<file path="src/rtl/multicycle_controller.sv">
`default_nettype none
// ============================================================================
// Module      : multicycle_controller
// Description : Registered control FSM for a shared-memory multi-cycle MIPS
//               datapath (add/sub/and/or/slt/jr, lw, sw, beq, bne, j, jal,
//               addi, andi). Sequences fetch/decode/execute/memory/write-back,
//               optionally waits on a memory ready handshake, traps illegal
//               instructions and counts retired instructions.
// Ports       : clk, rst (async, active-high)
//               opcode/func  - IR fields, held by the IR from DECODE to retire
//               ZERO         - ALU zero flag (branch resolution)
//               mem_ready    - memory completes this cycle (MEM_HS = 1 only)
//               i_or_d, mem_read, mem_write, ir_write        - memory/IR
//               reg_dst, jal_reg, pc_to_reg, mem_to_reg, reg_write - reg file
//               alu_src_a, alu_src_b, alu_operation          - ALU
//               pc_source, pc_write                          - PC update
//               illegal (sticky trap), instr_count (retired count)
// Revision    : 1.0 - initial release
// ============================================================================
module multicycle_controller #(
    parameter int MEM_HS = 1,
    parameter int CNT_W  = 16
) (
    input  logic             clk,
    input  logic             rst,
    input  logic [5:0]       opcode,
    input  logic [5:0]       func,
    input  logic             ZERO,
    input  logic             mem_ready,
    output logic             i_or_d,
    output logic             mem_read,
    output logic             mem_write,
    output logic             ir_write,
    output logic             reg_dst,
    output logic             jal_reg,
    output logic             pc_to_reg,
    output logic             mem_to_reg,
    output logic             reg_write,
    output logic             alu_src_a,
    output logic [1:0]       alu_src_b,
    output logic [2:0]       alu_operation,
    output logic [1:0]       pc_source,
    output logic             pc_write,
    output logic             illegal,
    output logic [CNT_W-1:0] instr_count
);

    // State encoding
    localparam logic [3:0] c_ST_FETCH    = 4'd0;
    localparam logic [3:0] c_ST_DECODE   = 4'd1;
    localparam logic [3:0] c_ST_MEM_ADDR = 4'd2;
    localparam logic [3:0] c_ST_MEM_RD   = 4'd3;
    localparam logic [3:0] c_ST_MEM_WB   = 4'd4;
    localparam logic [3:0] c_ST_MEM_WR   = 4'd5;
    localparam logic [3:0] c_ST_R_EXEC   = 4'd6;
    localparam logic [3:0] c_ST_R_WB     = 4'd7;
    localparam logic [3:0] c_ST_I_EXEC   = 4'd8;
    localparam logic [3:0] c_ST_I_WB     = 4'd9;
    localparam logic [3:0] c_ST_BRANCH   = 4'd10;
    localparam logic [3:0] c_ST_JUMP     = 4'd11;
    localparam logic [3:0] c_ST_JAL      = 4'd12;
    localparam logic [3:0] c_ST_JR       = 4'd13;
    localparam logic [3:0] c_ST_TRAP     = 4'd14;

    // Opcodes
    localparam logic [5:0] c_OP_RTYPE = 6'b000000;
    localparam logic [5:0] c_OP_J     = 6'b000010;
    localparam logic [5:0] c_OP_JAL   = 6'b000011;
    localparam logic [5:0] c_OP_BEQ   = 6'b000100;
    localparam logic [5:0] c_OP_BNE   = 6'b000101;
    localparam logic [5:0] c_OP_ADDI  = 6'b001000;
    localparam logic [5:0] c_OP_ANDI  = 6'b001100;
    localparam logic [5:0] c_OP_LW    = 6'b100011;
    localparam logic [5:0] c_OP_SW    = 6'b101011;

    // R-type function codes
    localparam logic [5:0] c_FN_JR  = 6'b001000;
    localparam logic [5:0] c_FN_ADD = 6'b100000;
    localparam logic [5:0] c_FN_SUB = 6'b100010;
    localparam logic [5:0] c_FN_AND = 6'b100100;
    localparam logic [5:0] c_FN_OR  = 6'b100101;
    localparam logic [5:0] c_FN_SLT = 6'b101010;

    // ALU operations
    localparam logic [2:0] c_ALU_AND = 3'b000;
    localparam logic [2:0] c_ALU_OR  = 3'b001;
    localparam logic [2:0] c_ALU_ADD = 3'b010;
    localparam logic [2:0] c_ALU_SUB = 3'b110;
    localparam logic [2:0] c_ALU_SLT = 3'b111;

    localparam logic [CNT_W-1:0] c_CNT_ONE = {{(CNT_W-1){1'b0}}, 1'b1};

    logic [3:0]       r_state;
    logic [3:0]       w_next;
    logic             w_retire;
    logic             w_mem_done;
    logic             r_illegal;
    logic [CNT_W-1:0] r_instr_count;

    // Without the handshake every memory access completes in one cycle.
    assign w_mem_done = (MEM_HS != 0) ? mem_ready : 1'b1;

    always_comb begin
        w_next        = r_state;
        w_retire      = 1'b0;
        i_or_d        = 1'b0;
        mem_read      = 1'b0;
        mem_write     = 1'b0;
        ir_write      = 1'b0;
        reg_dst       = 1'b0;
        jal_reg       = 1'b0;
        pc_to_reg     = 1'b0;
        mem_to_reg    = 1'b0;
        reg_write     = 1'b0;
        alu_src_a     = 1'b0;
        alu_src_b     = 2'b00;
        alu_operation = c_ALU_ADD;
        pc_source     = 2'b00;
        pc_write      = 1'b0;

        case (r_state)
            c_ST_FETCH: begin
                mem_read  = 1'b1;
                alu_src_b = 2'b01;
                if (w_mem_done) begin
                    // Reset forces FETCH asynchronously; block the PC/IR
                    // load strobes until reset has been released.
                    ir_write = ~rst;
                    pc_write = ~rst;
                    w_next   = c_ST_DECODE;
                end
            end
            c_ST_DECODE: begin
                // Precompute the branch target into ALUOut.
                alu_src_b = 2'b11;
                case (opcode)
                    c_OP_LW, c_OP_SW:    w_next = c_ST_MEM_ADDR;
                    c_OP_RTYPE:          w_next = (func == c_FN_JR) ? c_ST_JR : c_ST_R_EXEC;
                    c_OP_ADDI, c_OP_ANDI: w_next = c_ST_I_EXEC;
                    c_OP_BEQ, c_OP_BNE:  w_next = c_ST_BRANCH;
                    c_OP_J:              w_next = c_ST_JUMP;
                    c_OP_JAL:            w_next = c_ST_JAL;
                    default:             w_next = c_ST_TRAP;
                endcase
            end
            c_ST_MEM_ADDR: begin
                alu_src_a = 1'b1;
                alu_src_b = 2'b10;
                w_next    = (opcode == c_OP_SW) ? c_ST_MEM_WR : c_ST_MEM_RD;
            end
            c_ST_MEM_RD: begin
                mem_read = 1'b1;
                i_or_d   = 1'b1;
                if (w_mem_done) begin
                    w_next = c_ST_MEM_WB;
                end
            end
            c_ST_MEM_WB: begin
                reg_write  = 1'b1;
                mem_to_reg = 1'b1;
                w_retire   = 1'b1;
                w_next     = c_ST_FETCH;
            end
            c_ST_MEM_WR: begin
                mem_write = 1'b1;
                i_or_d    = 1'b1;
                if (w_mem_done) begin
                    w_retire = 1'b1;
                    w_next   = c_ST_FETCH;
                end
            end
            c_ST_R_EXEC: begin
                alu_src_a = 1'b1;
                w_next    = c_ST_R_WB;
                case (func)
                    c_FN_ADD: alu_operation = c_ALU_ADD;
                    c_FN_SUB: alu_operation = c_ALU_SUB;
                    c_FN_AND: alu_operation = c_ALU_AND;
                    c_FN_OR:  alu_operation = c_ALU_OR;
                    c_FN_SLT: alu_operation = c_ALU_SLT;
                    default:  w_next        = c_ST_TRAP;
                endcase
            end
            c_ST_R_WB: begin
                reg_dst   = 1'b1;
                reg_write = 1'b1;
                w_retire  = 1'b1;
                w_next    = c_ST_FETCH;
            end
            c_ST_I_EXEC: begin
                alu_src_a     = 1'b1;
                alu_src_b     = 2'b10;
                alu_operation = (opcode == c_OP_ANDI) ? c_ALU_AND : c_ALU_ADD;
                w_next        = c_ST_I_WB;
            end
            c_ST_I_WB: begin
                reg_write = 1'b1;
                w_retire  = 1'b1;
                w_next    = c_ST_FETCH;
            end
            c_ST_BRANCH: begin
                alu_src_a     = 1'b1;
                alu_operation = c_ALU_SUB;
                pc_source     = 2'b01;
                pc_write      = (opcode == c_OP_BNE) ? ~ZERO : ZERO;
                w_retire      = 1'b1;
                w_next        = c_ST_FETCH;
            end
            c_ST_JUMP: begin
                pc_source = 2'b10;
                pc_write  = 1'b1;
                w_retire  = 1'b1;
                w_next    = c_ST_FETCH;
            end
            c_ST_JAL: begin
                pc_source = 2'b10;
                pc_write  = 1'b1;
                reg_write = 1'b1;
                jal_reg   = 1'b1;
                pc_to_reg = 1'b1;
                w_retire  = 1'b1;
                w_next    = c_ST_FETCH;
            end
            c_ST_JR: begin
                pc_source = 2'b11;
                pc_write  = 1'b1;
                w_retire  = 1'b1;
                w_next    = c_ST_FETCH;
            end
            c_ST_TRAP: begin
                // Locked until reset.
                w_next = c_ST_TRAP;
            end
            default: begin
                w_next = c_ST_FETCH;
            end
        endcase
    end

    always_ff @(posedge clk or posedge rst) begin
        if (rst) begin
            r_state       <= c_ST_FETCH;
            r_illegal     <= 1'b0;
            r_instr_count <= '0;
        end else begin
            r_state <= w_next;
            // Set on entry to TRAP so the flag coincides with the trap state.
            if (w_next == c_ST_TRAP) begin
                r_illegal <= 1'b1;
            end
            if (w_retire) begin
                r_instr_count <= r_instr_count + c_CNT_ONE;
            end
        end
    end

    assign illegal     = r_illegal;
    assign instr_count = r_instr_count;

endmodule
`default_nettype wire

</file>
<file path="config.mk">
export PLATFORM = sky130hd
export DESIGN_NAME = multicycle_controller
export DESIGN_NICKNAME = d
export VERILOG_FILES = /design/src/rtl/multicycle_controller.sv
export SDC_FILE = /design/constraint.sdc
export NUM_CORES = 1
export LEC_CHECK = 0
export CAP_MARGIN = 20
export CORE_MARGIN = 3
export CORE_UTILIZATION = 57
export DETAILED_ROUTE_END_ITERATION = 8
export DONT_BUFFER_PORTS = 1
export PLACE_DENSITY = 0.75
export SYNTH_ARGS = -nofsm -noshare
export SYNTH_HDL_FRONTEND = slang
export SYNTH_SLANG_ARGS = --single-unit
</file>
<file path="constraint.sdc">
create_clock -name clk -period 1.87 [get_ports clk]
set_clock_uncertainty 0.2 [all_clocks]
set_input_delay 0.187 -clock clk [delete_from_list [all_inputs] [get_ports clk]]
set_output_delay 0.187 -clock clk [all_outputs]
set_load 0.02 [all_outputs]
</file>
==> metrics.md, run 1 <==
| Metric | Value |
|---|---|
| Fin area | around 0.0025 mm² |
| Worst-path fanout max | 7 |
| Placed insts | between 200 and 300 |
| Buf/Inv on CP | 2 |
| Root Buffer Master | clkbuf_4 |
| CTS tree | done |
| CP most frequent cell | buf_6 |
| Max-cap violation count | 0 |
| Final hold vios | 0 |
| Synth warn | 0 |
| Vias in the first global route | approximately 1,800 |
| Initial Util | 0.627 |
| Row count | 18 |
| Via density | ~7.4 |
| Post-synth EDFFs | 0 |
| Final Slew Violations | 0 |
| Die area | ~0.0036 mm² |
| Fillers | 76 |
| Kind of critical path | reg2reg |
| Sequential fraction of the synthesis area | 0.321 |
| Final WL | 6980 µm |
| Non-Filler Instances | approximately 280 |
| Clock Latency Late Sink | ~0.3 ns |
| Share of cells above drive strength 1 | 0.490 |
| Gpl congestion | 0.856 |
| Crit path DAT | around 2.2 ns |
| Syn_area_per_cell | roughly 8.5 µm² |
| Hold Path Class | in2reg |
| Fmax | about 460 MHz |
| DRC errors left | 1 |
| Slowest-stage cell, CP | dfrtp_1 |
| Initial DRC Count | approximately 330 |
| Worst Max-Slew Pin Slew | between 0.7 and 0.8 ns |
| Yosys top cell area share | 0.321 |
| Gr usage total | 0.307 |
| Rel. slew slack | 0.483 |
| Fin worst setup slack | -0.301 ns |
| Post-synth net total | 210 |
| Die Wd | between 50 and 60 µm |
| Flops & latches, synth | 21 |
| Synth-to-layout area growth | 50.3% |
| H-tree depth | 1 |
| Critical Path Max Stage Delay | between 0.4 and 0.5 ns |
| DR pass1 iterations | 9 |
| Ys async rst share | 1.00 |
| CP endpoint kind | flip-flop |
| Count leader, synth | dfrtp_1 |
| Status | complete, but fails checks |
| Worst path required time | roughly 1.9 ns |
| Synth unique cells | between 50 and 60 |
| Initial antenna violation count | 0 |
| Die height | 59.6 µm |
| GR Util met3 | 0.0436 |
| Pwr/cell area | about 1500 mW/mm² |
| Leakage | roughly 1.1 nW |
| Setup violations, final | 34 |
| Synth cell count leaders | dfrtp_1 (21), nor2_1 (17), nand2_1 (15) |
| Final HPWL DP | 3190 µm |
| Core box area | 0.00261 mm² |
| RSZ-0062 raised after global routing | true |
| Antenna cells | 0 |
| Mapped Cells | about 190 |
| Final setup TNS | -4.49 ns |
| Clk buf depth | 2 |
| Crit start category | flip-flop |
| Largest net degree at the start of global routing | 22 |
| Met2 global-route usage | 0.574 |
| Placed Area | roughly 0.002 mm² |
| Post-Syn Area | roughly 0.0016 mm² |
| Final min period | 2.17 ns |
| First-pass GRT wire length | roughly 8400 µm |
| Routing usage on met1 | 0.348 |
| Number of nets in the layout | around 270 |
| Worst path top cell family by delay | compound AO/OA/AOI/OAI gates |
| Cell chain of the critical path | buf_6 > buf_6 > nand2b_1 > nor3_1 > o311ai_1 > o21ai_1 > a41o_1 |
| Ports | 51 |
| CTS buffer count | 3 |
| Buffers on Ports | 0 |
| Period utilisation layout | 1.16 |
| Via Count | approximately 2,100 |
| Worst VDD drop | roughly 0.0017 V |
| Synth top area cells | dfrtp_1 (32%), xor2_1 (6.4%), nor2_1 (3.9%), o21ai_0 (3.7%), nand2_1 (3.4%) |
| Global routing's busiest layer | met2 |
| Worst-path clk slew | 0.11 ns |
| Wire per inst | 25.0 µm |
| Hold_ws | between 0.02 and 0.03 ns |
| Clock sinks | 21 |
| Failing checks | design-rule violations, negative setup slack |
| DP Worst Slack | -0.0632 ns |
| Grt ovf | 0 |
| Final ANT Viol Nets | 0 |
| Synth area leader | dfrtp_1 |
| Ys flop type | dfrtp_1 |
==> state kept, by name (all words and copies together), names as in the netlist <==
name         count
illegal          1
r_state          4
instr_count     16
==> report_power, final <==
part / internal, mW / leakage (nW) / switching (mW) / total (mW)
clock: 0.0831 / 0.0150 / 0.129 / 0.212
sequential: 0.569 / 0.269 / 0.147 / 0.716
combinational: 1.24 / 0.804 / 1.54 / 2.78
total: 1.89 / 1.09 / 1.82 / 3.71
==> final timing paths <==
kind	start	to	slack, ns	cells after the start
setup / recovery	r_state[0]	illegal	-0.30	7
hold / removal	opcode[0]	r_state[0]	0.03	3
setup reg to reg	r_state[0]	illegal	-0.30	7
hold reg to reg	instr_count[3]	instr_count[3]	0.38	1
max in group asynchronous	rst	r_state[1]	0.66	2
min in group asynchronous	rst	instr_count[2]	0.28	2
==> timing repair <==
action	4_1_cts	5_1_grt
hold buffers	1	0
hold endpoints to repair	21	0
pin swaps	13	21
endpoints found under the setup margin	23	36
setup buffers	11	10
gates resized for setup	38	42
==> worst reg2reg max path, stage by stage (launching register included) <==
cell	delay, ns
dfrtp_1	0.42
buf_6	0.14
buf_6	0.13
nand2b_1	0.18
nor3_1	0.10
o311ai_1	0.39
o21ai_1	0.21
a41o_1	0.29
==> layer usage <==
metal / routed length, µm / up-vias
met5: 0 / -
met4: 526 / 0
met2: 3340 / 225
met3: 814 / 84
met1: 2290 / 943
li1: - / 811
==> cells by family after synthesis <==
kind of cell               share of synthesized area
DFF                                            0.321
and+or+nand+nor                                0.317
muxes                                         0.0137
buffers and inverters                         0.0695
AOI/OAI and AO/OA                              0.186
xor gates and xnor gates                      0.0856
adders and majority gates                    0.00764
==> through the flow <==
step / total power [mW] / utilization
2_1_floorplan: 1.93 / -
3_3_place_gp: 2.47 / 0.751
3_5_place_dp: 2.54 / 0.751
4_1_cts: 3.12 / 0.852
5_1_grt: 3.87 / 0.942
6_report: 3.71 / 0.942
==> layout by cell type, fill, tap and decap left out, types with 5 or more instances in the layout <==
master / n
buf_4: 43
xor2_1: 11
nor2_1: 13
nand4_1: 7
buf_6: 19
nand3_1: 5
inv_1: 8
nand2_1: 12
o21ai_0: 5
dfrtp_1: 19
nor3_2: 7
==> final cells by class <==
cell class	count	area (µm²)	share of cell area
Timing Repair Buffer	64	567	0.230
Multi-Input combinational cell	149	1260	0.511
Sequential cell	21	528	0.215
Tap cell	30	37.5	0.0153
Clock buffer	4	26.3	0.0107
Inverter	11	43.8	0.0178
(Power assumes the default switching activity.)
==> inputs of run 2 (changes only) <==
- ABC_AREA: unset -> 1
- RECOVER_POWER: unset -> 100
==> metrics.md, run 2 <==
| Metric | Value |
|---|---|
| CP endpoint kind | output port |
| Non-Filler Instances | 347 (+24%) |
| Clock Latency Late Sink | 0.31 ns (about the same) |
| Synth area leader | dfrtp_1 |
| Core box area | 0.00288 mm² (+10%) |
| Failing checks | negative setup slack |
| CTS buffer count | 3 (unchanged) |
| Via density | 5.49 (-26%) |
| Via Count | 1,906 (-7.6%) |
| Setup violations, final | 1 (-97%) |
| Sequential fraction of the synthesis area | 0.293 (-0.0276) |
| Slowest-stage cell, CP | dfrtp_2 |
| Flops & latches, synth | 21 (unchanged) |
| Fmax | 529 MHz (+15%) |
| Worst Max-Slew Pin Slew | 1.13 ns (+0.355 ns) |
| Synth top area cells | dfrtp_1 (29%), nand2_1 (14%), nor2_1 (7.5%), inv_1 (7.1%), nand3_1 (6.4%) |
| DRC errors left | 0 (-1) |
| Gr usage total | 0.243 (-0.0639) |
| CTS tree | done |
| Worst VDD drop | 0.000999 V (-40%) |
| Ys async rst share | 1.00 (unchanged) |
| Initial DRC Count | 176 (-47%) |
| First-pass GRT wire length | 7080 µm (-15%) |
| Max FFs per register | 16 (unchanged) |
| Pwr/cell area | 1420 mW/mm² (-5.7%) |
| Cell chain of the critical path | inv_2 > nand2_1 > inv_2 > nand2_4 > a2111oi_4 > buf_4 |
| Synth unique cells | 35 (-31%) |
| Final ANT Viol Nets | 0 (unchanged) |
| Die area | 0.00385 mm² (+8.4%) |
| Fillers | 217 (+190%) |
| CP most frequent cell | inv_2 |
| Yosys top cell area share | 0.293 (-0.0276) |
| Critical Path Max Stage Delay | 0.48 ns (+0.06 ns) |
| Root Buffer Master | clkbuf_4 |
| Initial antenna violation count | 0 (unchanged) |
| Count leader, synth | nand2_1 |
| Period utilisation layout | 1.01 (-0.151) |
| Die Wd | 62.1 µm (+4.1%) |
| Placed insts | 325 (+28%) |
| Fin worst setup slack | -0.0194 ns (+0.282 ns) |
| Mapped Cells | 260 (+35%) |
| Max-cap violation count | 0 (unchanged) |
| Final Slew Violations | 0 (unchanged) |
| Most frequent cells in the layout | nand2_1 (58), nor2_1 (30), inv_1 (28), nand3_1 (22), buf_4 (21) |
| Worst-path clk slew | 0.12 ns (about the same) |
| Synth warn | 0 (unchanged) |
| Final hold vios | 0 (unchanged) |
| Synth-to-layout area growth | 32.1% |
| Worst-path fanout max | 5 (-2) |
| Post-synth net total | 277 (+32%) |
| Largest net degree at the start of global routing | 22 (unchanged) |
| Kind of critical path | reg2out |
| Ys flop type | dfrtp_1 |
| Row count | 19 (+1) |
| Initial Util | 0.623 (-0.00404) |
| Final HPWL DP | 3290 µm (+3.3%) |
| Post-Syn Area | 0.00179 mm² (+9.4%) |
| RSZ-0062 raised after global routing | true |
| Hold Path Class | in2reg |
| Clock sinks | 21 (unchanged) |
| Post-synth EDFFs | 0 (unchanged) |
| Vias in the first global route | 1,635 (-11%) |
| Number of nets in the layout | 323 (+21%) |
| Crit path DAT | 1.50 ns (-0.67 ns) |
| Ports | 51 (unchanged) |
| Worst path top cell family by delay | flip-flops |
| Total Power | 3.37 mW (-9.3%) |
| Grt ovf | 0 (unchanged) |
| Worst path required time | 1.48 ns (-0.38 ns) |
| H-tree depth | 1 (unchanged) |
| Gpl congestion | 0.844 (-1.5%) |
| Final setup TNS | -0.0194 ns (+4.47 ns) |
| Syn_area_per_cell | 6.89 µm² (-19%) |
| Antenna cells | 0 (unchanged) |
| Status | complete, but fails checks |
| Die height | 62.1 µm (+4.1%) |
| Clk buf depth | 2 (unchanged) |
| Final min period | 1.89 ns (-0.282 ns) |
| Leakage | 1.25 nW (+15%) |
| Buf/Inv on CP | 3 (+1) |
| Rel. slew slack | 0.247 (-0.236) |
| DR pass1 iterations | 6 (-3) |
| Wire per inst | 14.7 µm (-41%) |
| Crit start category | flip-flop |
| DP Worst Slack | 0.115 ns (+0.178 ns) |
| Share of cells above drive strength 1 | 0.328 (-0.162) |
| Final WL | 5090 µm (-27%) |
| Commonest non-fill, non-tap cell in the layout | nand2_1 |
| Synth cell count leaders | nand2_1 (65), nor2_1 (36), inv_1 (34) |
| Buffers on Ports | 0 (unchanged) |
-- run 2: worst reg2reg max path: stages, from the launching register on --
cell and delay (ns):
dfrtp_2 0.48, buf_4 0.17, nand4_1 0.15, nor2_2 0.06
nor3_2 0.23, nand2_4 0.12, clkbuf_16 0.18, xor2_1 0.14
-- run 2: what timing repair did --
item / 4_1_cts / 5_1_grt
pin swaps: 4 / 12
resized for setup: 17 / 37
setup endpoints to repair: 10 / 25
gates cloned: 0 / 2
buffers inserted: 6 / 6
endpoints found under the hold margin: 23 / 1
hold buffers: 3 / 1
-- run 2: path summary, 6_finish.rpt --
kind | start | endpoint | slack, ns | cells after the start
min in group asynchronous | rst | instr_count[15] | 0.48 | 3
setup / recovery | r_state[3] | alu_operation[0] | -0.02 | 6
max in group asynchronous | rst | r_state[0] | 0.24 | 3
hold reg to reg | instr_count[1] | instr_count[1] | 0.38 | 2
hold / removal | opcode[0] | r_state[0] | 0.02 | 5
setup reg to reg | r_state[0] | instr_count[0] | 0.02 | 7
-- run 2: final cells by class --
class	count	area (µm²)	share of cell area
tap	42	52.6	0.0222
inverter	43	171	0.0724
clock inverter	1	5.00	0.00212
multi-input combinational	193	1230	0.518
timing repair buffer	44	358	0.151
clock buffer	3	22.5	0.00952
sequential	21	531	0.224
-- run 2: stage by stage --
stage | hold slack (ns) | utilization | cell area, µm²
2_1_floorplan | -0.0365 | - | 1800
3_3_place_gp | -0.0783 | 0.706 | 2030
3_5_place_dp | -0.0735 | 0.706 | 2030
4_1_cts | 0.00208 | 0.760 | 2190
5_1_grt | 0.0503 | 0.823 | 2370
6_report | 0.0206 | 0.823 | 2370
-- run 2: per-layer routing --
metal  global-route usage  vias up  part of all wire
met5                    0        -                 0
met4               0.0697        0             0.032
met3               0.0620       18             0.064
met2                0.383       94              0.46
met1                0.329      880              0.44
li1                     -      914                 -
-- run 2: kinds of logic (layout without fill, tap and decap cells) --
kind of cell,after synthesis,in the layout,synth area share
adders and majority gates,1,1,0.00698
xor gates and xnor gates,14,14,0.0936
and+or+nand+nor,160,160,0.437
AOI/OAI and AO/OA,18,18,0.0622
DFF,21,21,0.293
buffers and inverters,46,91,0.107
-- run 2: power by group --
part           switching (mW)  internal, mW
logic                    1.41         0.917
clock network           0.143        0.0799
registers               0.215         0.598
==> inputs of run 3 (changes only) <==
- CORE_UTILIZATION: 57 -> 63
- PLACE_DENSITY: 0.75 -> 0.79
- clock period: 1.87 -> 2.17 ns (I/O delays scaled with it)
==> metrics.md, run 3 (same netlist as run 2, synthesis figures left out) <==
| Metric | Value |
|---|---|
| Crit path DAT | 1.69 ns (+0.19 ns) |
| Buf/Inv on CP | 0 (-3) |
| Initial antenna violation count | 0 (unchanged) |
| Clock share of power | 0.085 (+0.019) |
| Final setup TNS | 0 ns (+0.0194 ns) |
| Max-cap violation count | 0 (unchanged) |
| H-tree depth | 1 (unchanged) |
| Fillers | 212 (-2.3%) |
| Status | finished, final reports clean |
| Worst-path fanout max | 6 (+1) |
| Initial Util | 0.692 (+0.0689) |
| Most frequent cells in the layout | nand2_1 (68), nor2_1 (37), inv_1 (36), nand3_1 (23), dfrtp_1 (20) |
| Clock sinks | 21 (unchanged) |
| Die Wd | 59.3 µm (-4.4%) |
| Fmax | between 400 and 500 MHz |
| Final hold vios | 0 (unchanged) |
| Via Count | 1,636 (-14%) |
| Ports | 51 (unchanged) |
| Vias in the first global route | 1,516 (-7.3%) |
| Worst VDD drop | 0.00120 V (+20%) |
| CP endpoint kind | output port |
| Setup violations, final | 0 (-1) |
| Synth-to-layout area growth | 7.89% |
| Largest net degree at the start of global routing | 22 (unchanged) |
| Non-Filler Instances | 305 (-12%) |
| Final ANT Viol Nets | 0 (unchanged) |
| Die height | 59.3 µm (-4.4%) |
| Sw frac | 0.564 (+0.0381) |
| Combinational cell fraction of total power | 0.557 (-0.135) |
| Clk buf depth | 2 (unchanged) |
| Switching pwr | 1.24 mW (-30%) |
| Leakage | 1.09 nW (-13%) |
| Number of nets in the layout | 293 (-9.3%) |
| Grt ovf | 0 (unchanged) |
| Worst path top cell family by delay | simple AND/OR/NAND/NOR gates |
| Worst Max-Slew Pin Slew | 0.764 ns (-0.366 ns) |
| Worst r2r src | r_state[0] |
| Final Slew Violations | 0 (unchanged) |
| Seq pwr share | 0.358 (+0.117) |
| Share of cells above drive strength 1 | 0.171 (-0.157) |
| DRC errors left | 0 (unchanged) |
| CTS buffer count | 3 (unchanged) |
| Root Buffer Master | clkbuf_4 |
| Wire per inst | 12.4 µm (-16%) |
| Hold Crit Start | opcode[0] |
| Gr usage total | 0.241 (-0.00252) |
| Critical Path Max Stage Delay | 0.45 ns (-0.03 ns) |
| P_int | 954 µW (-40%) |
| Kind of critical path | reg2out |
| Hold_ws | 0.0489 ns (+0.0282 ns) |
| Crit start category | flip-flop |
| DP Worst Slack | 0.315 ns (+0.199 ns) |
| Row count | 18 (-1) |
| CTS tree | done |
| Cell chain of the critical path | nor2_1 > nand3_1 > nor2_1 > nor2_2 > nand2_1 |
| Worst Hold Depth | 5 (unchanged) |
| Clock Latency Late Sink | 0.30 ns (about the same) |
| Antenna cells | 0 (unchanged) |
| Reg-to-reg endpoint | instr_count[14] |
| Final min period | ~2.1 ns |
| Core box area | 0.00259 mm² (-10%) |
| Via density | 5.36 (-2.3%) |
| Max FFs per register | 16 (unchanged) |
| Gpl congestion | 0.907 (+7.5%) |
| Worst-path clk slew | 0.11 ns (about the same) |
| Fin worst setup slack | 0.0586 ns (+0.0780 ns) |
| Hold Path Class | in2reg |
| Slowest-stage cell, CP | dfrtp_1 |
| Worst r2r path cells | 9 (+2) |
| Final WL | 3770 µm (-26%) |
| Buffers on Ports | 0 (unchanged) |
| Internal reg-to-reg setup slack | 0.17 ns (+0.15 ns) |
| Rel. slew slack | 0.490 (+0.243) |
| DR pass1 iterations | 4 (-2) |
| Total Power | 2.19 mW (-35%) |
| Commonest non-fill, non-tap cell in the layout | nand2_1 |
| Placed insts | 297 (-8.6%) |
| Die area | 0.00352 mm² (-8.6%) |
| Initial DRC Count | 90 (-49%) |
| WHS Endpoint | r_state[0] |
| CP most frequent cell | nor2_1 |
| Pwr/cell area | 1130 mW/mm² (-20%) |
| Period utilisation layout | 0.973 |
| First-pass GRT wire length | 6510 µm (-8.0%) |
| Final HPWL DP | 3060 µm (-7.1%) |
| Worst path required time | 1.75 ns (+0.27 ns) |
-- run 3: cell types whose count changed in the layout (fill, tap and decap cells not counted), moves of 6 or more --
cell      change
buf_4        -13
clkbuf_1     -10
nand2_1      +10
inv_1         +8
nor2_1        +7
nand2_4       -6
o21ai_0       +6
-- run 3: layout make-up --
cell class	count	area (µm²)	area share
inverter	43	161	0.0835
sequential	21	527	0.272
timing repair buffer	14	103	0.0531
clock inverter	1	5.00	0.00259
multi-input combinational	193	1080	0.557
tap	30	37.5	0.0194
clock buffer	3	22.5	0.0117
-- run 3: power groups by stage --
stage	sequential (mW)	combinational, mW	clock (mW)
floorplan	0.758	1.05	0
CTS	0.790	1.28	0.192
global route	0.804	1.36	0.210
finish	0.784	1.22	0.185
global placement	0.791	1.26	0
detailed placement	0.799	1.27	0
-- run 3: how the worst max path moves through the flow --
stage | slack, ns | from | to | cells past startpoint
finish | 0.06 | r_state[2] | pc_write | 5
CTS | 0.09 | r_state[1] | alu_operation[1] | 5
global route | -0.03 | r_state[2] | pc_write | 5
detailed placement | 0.31 | instr_count[0] | instr_count[12] | 6
global placement | 0.36 | instr_count[0] | instr_count[12] | 6
floorplan | 0.22 | r_state[0] | alu_operation[0] | 3
-- run 3: metal layers --
metal	GRT usage	wire, µm	share of wire	up-vias
met5	0	0	0	-
met4	0.0421	21	0.0056	0
met3	0.0632	271	0.072	2
met2	0.359	1610	0.43	56
met1	0.354	1870	0.50	730
li1	-	-	-	848
-- run 3: worst min-delay path, cell delays in order --
cell	delay, ns
nor2_1	0.02
nand3_1	0.08
nand2_1	0.06
nand2_1	0.05
nand3_1	0.08
-- run 3: what timing repair did --
item / 4_1_cts / 5_1_grt
endpoints found under the setup margin: 0 / 3
buffers inserted: 0 / 1
endpoints found under the hold margin: 23 / 0
resized for setup: 0 / 4
hold buffers: 3 / 0
-- run 3: per-stage QoR --
| stage | util | instance area, µm² |
|---|---|---|
| after floorplan | - | 1790 |
| after global placement | 0.730 | 1890 |
| after detailed placement | 0.730 | 1890 |
| after CTS | 0.752 | 1950 |
| after global routing | 0.746 | 1930 |
| final | 0.746 | 1930 |
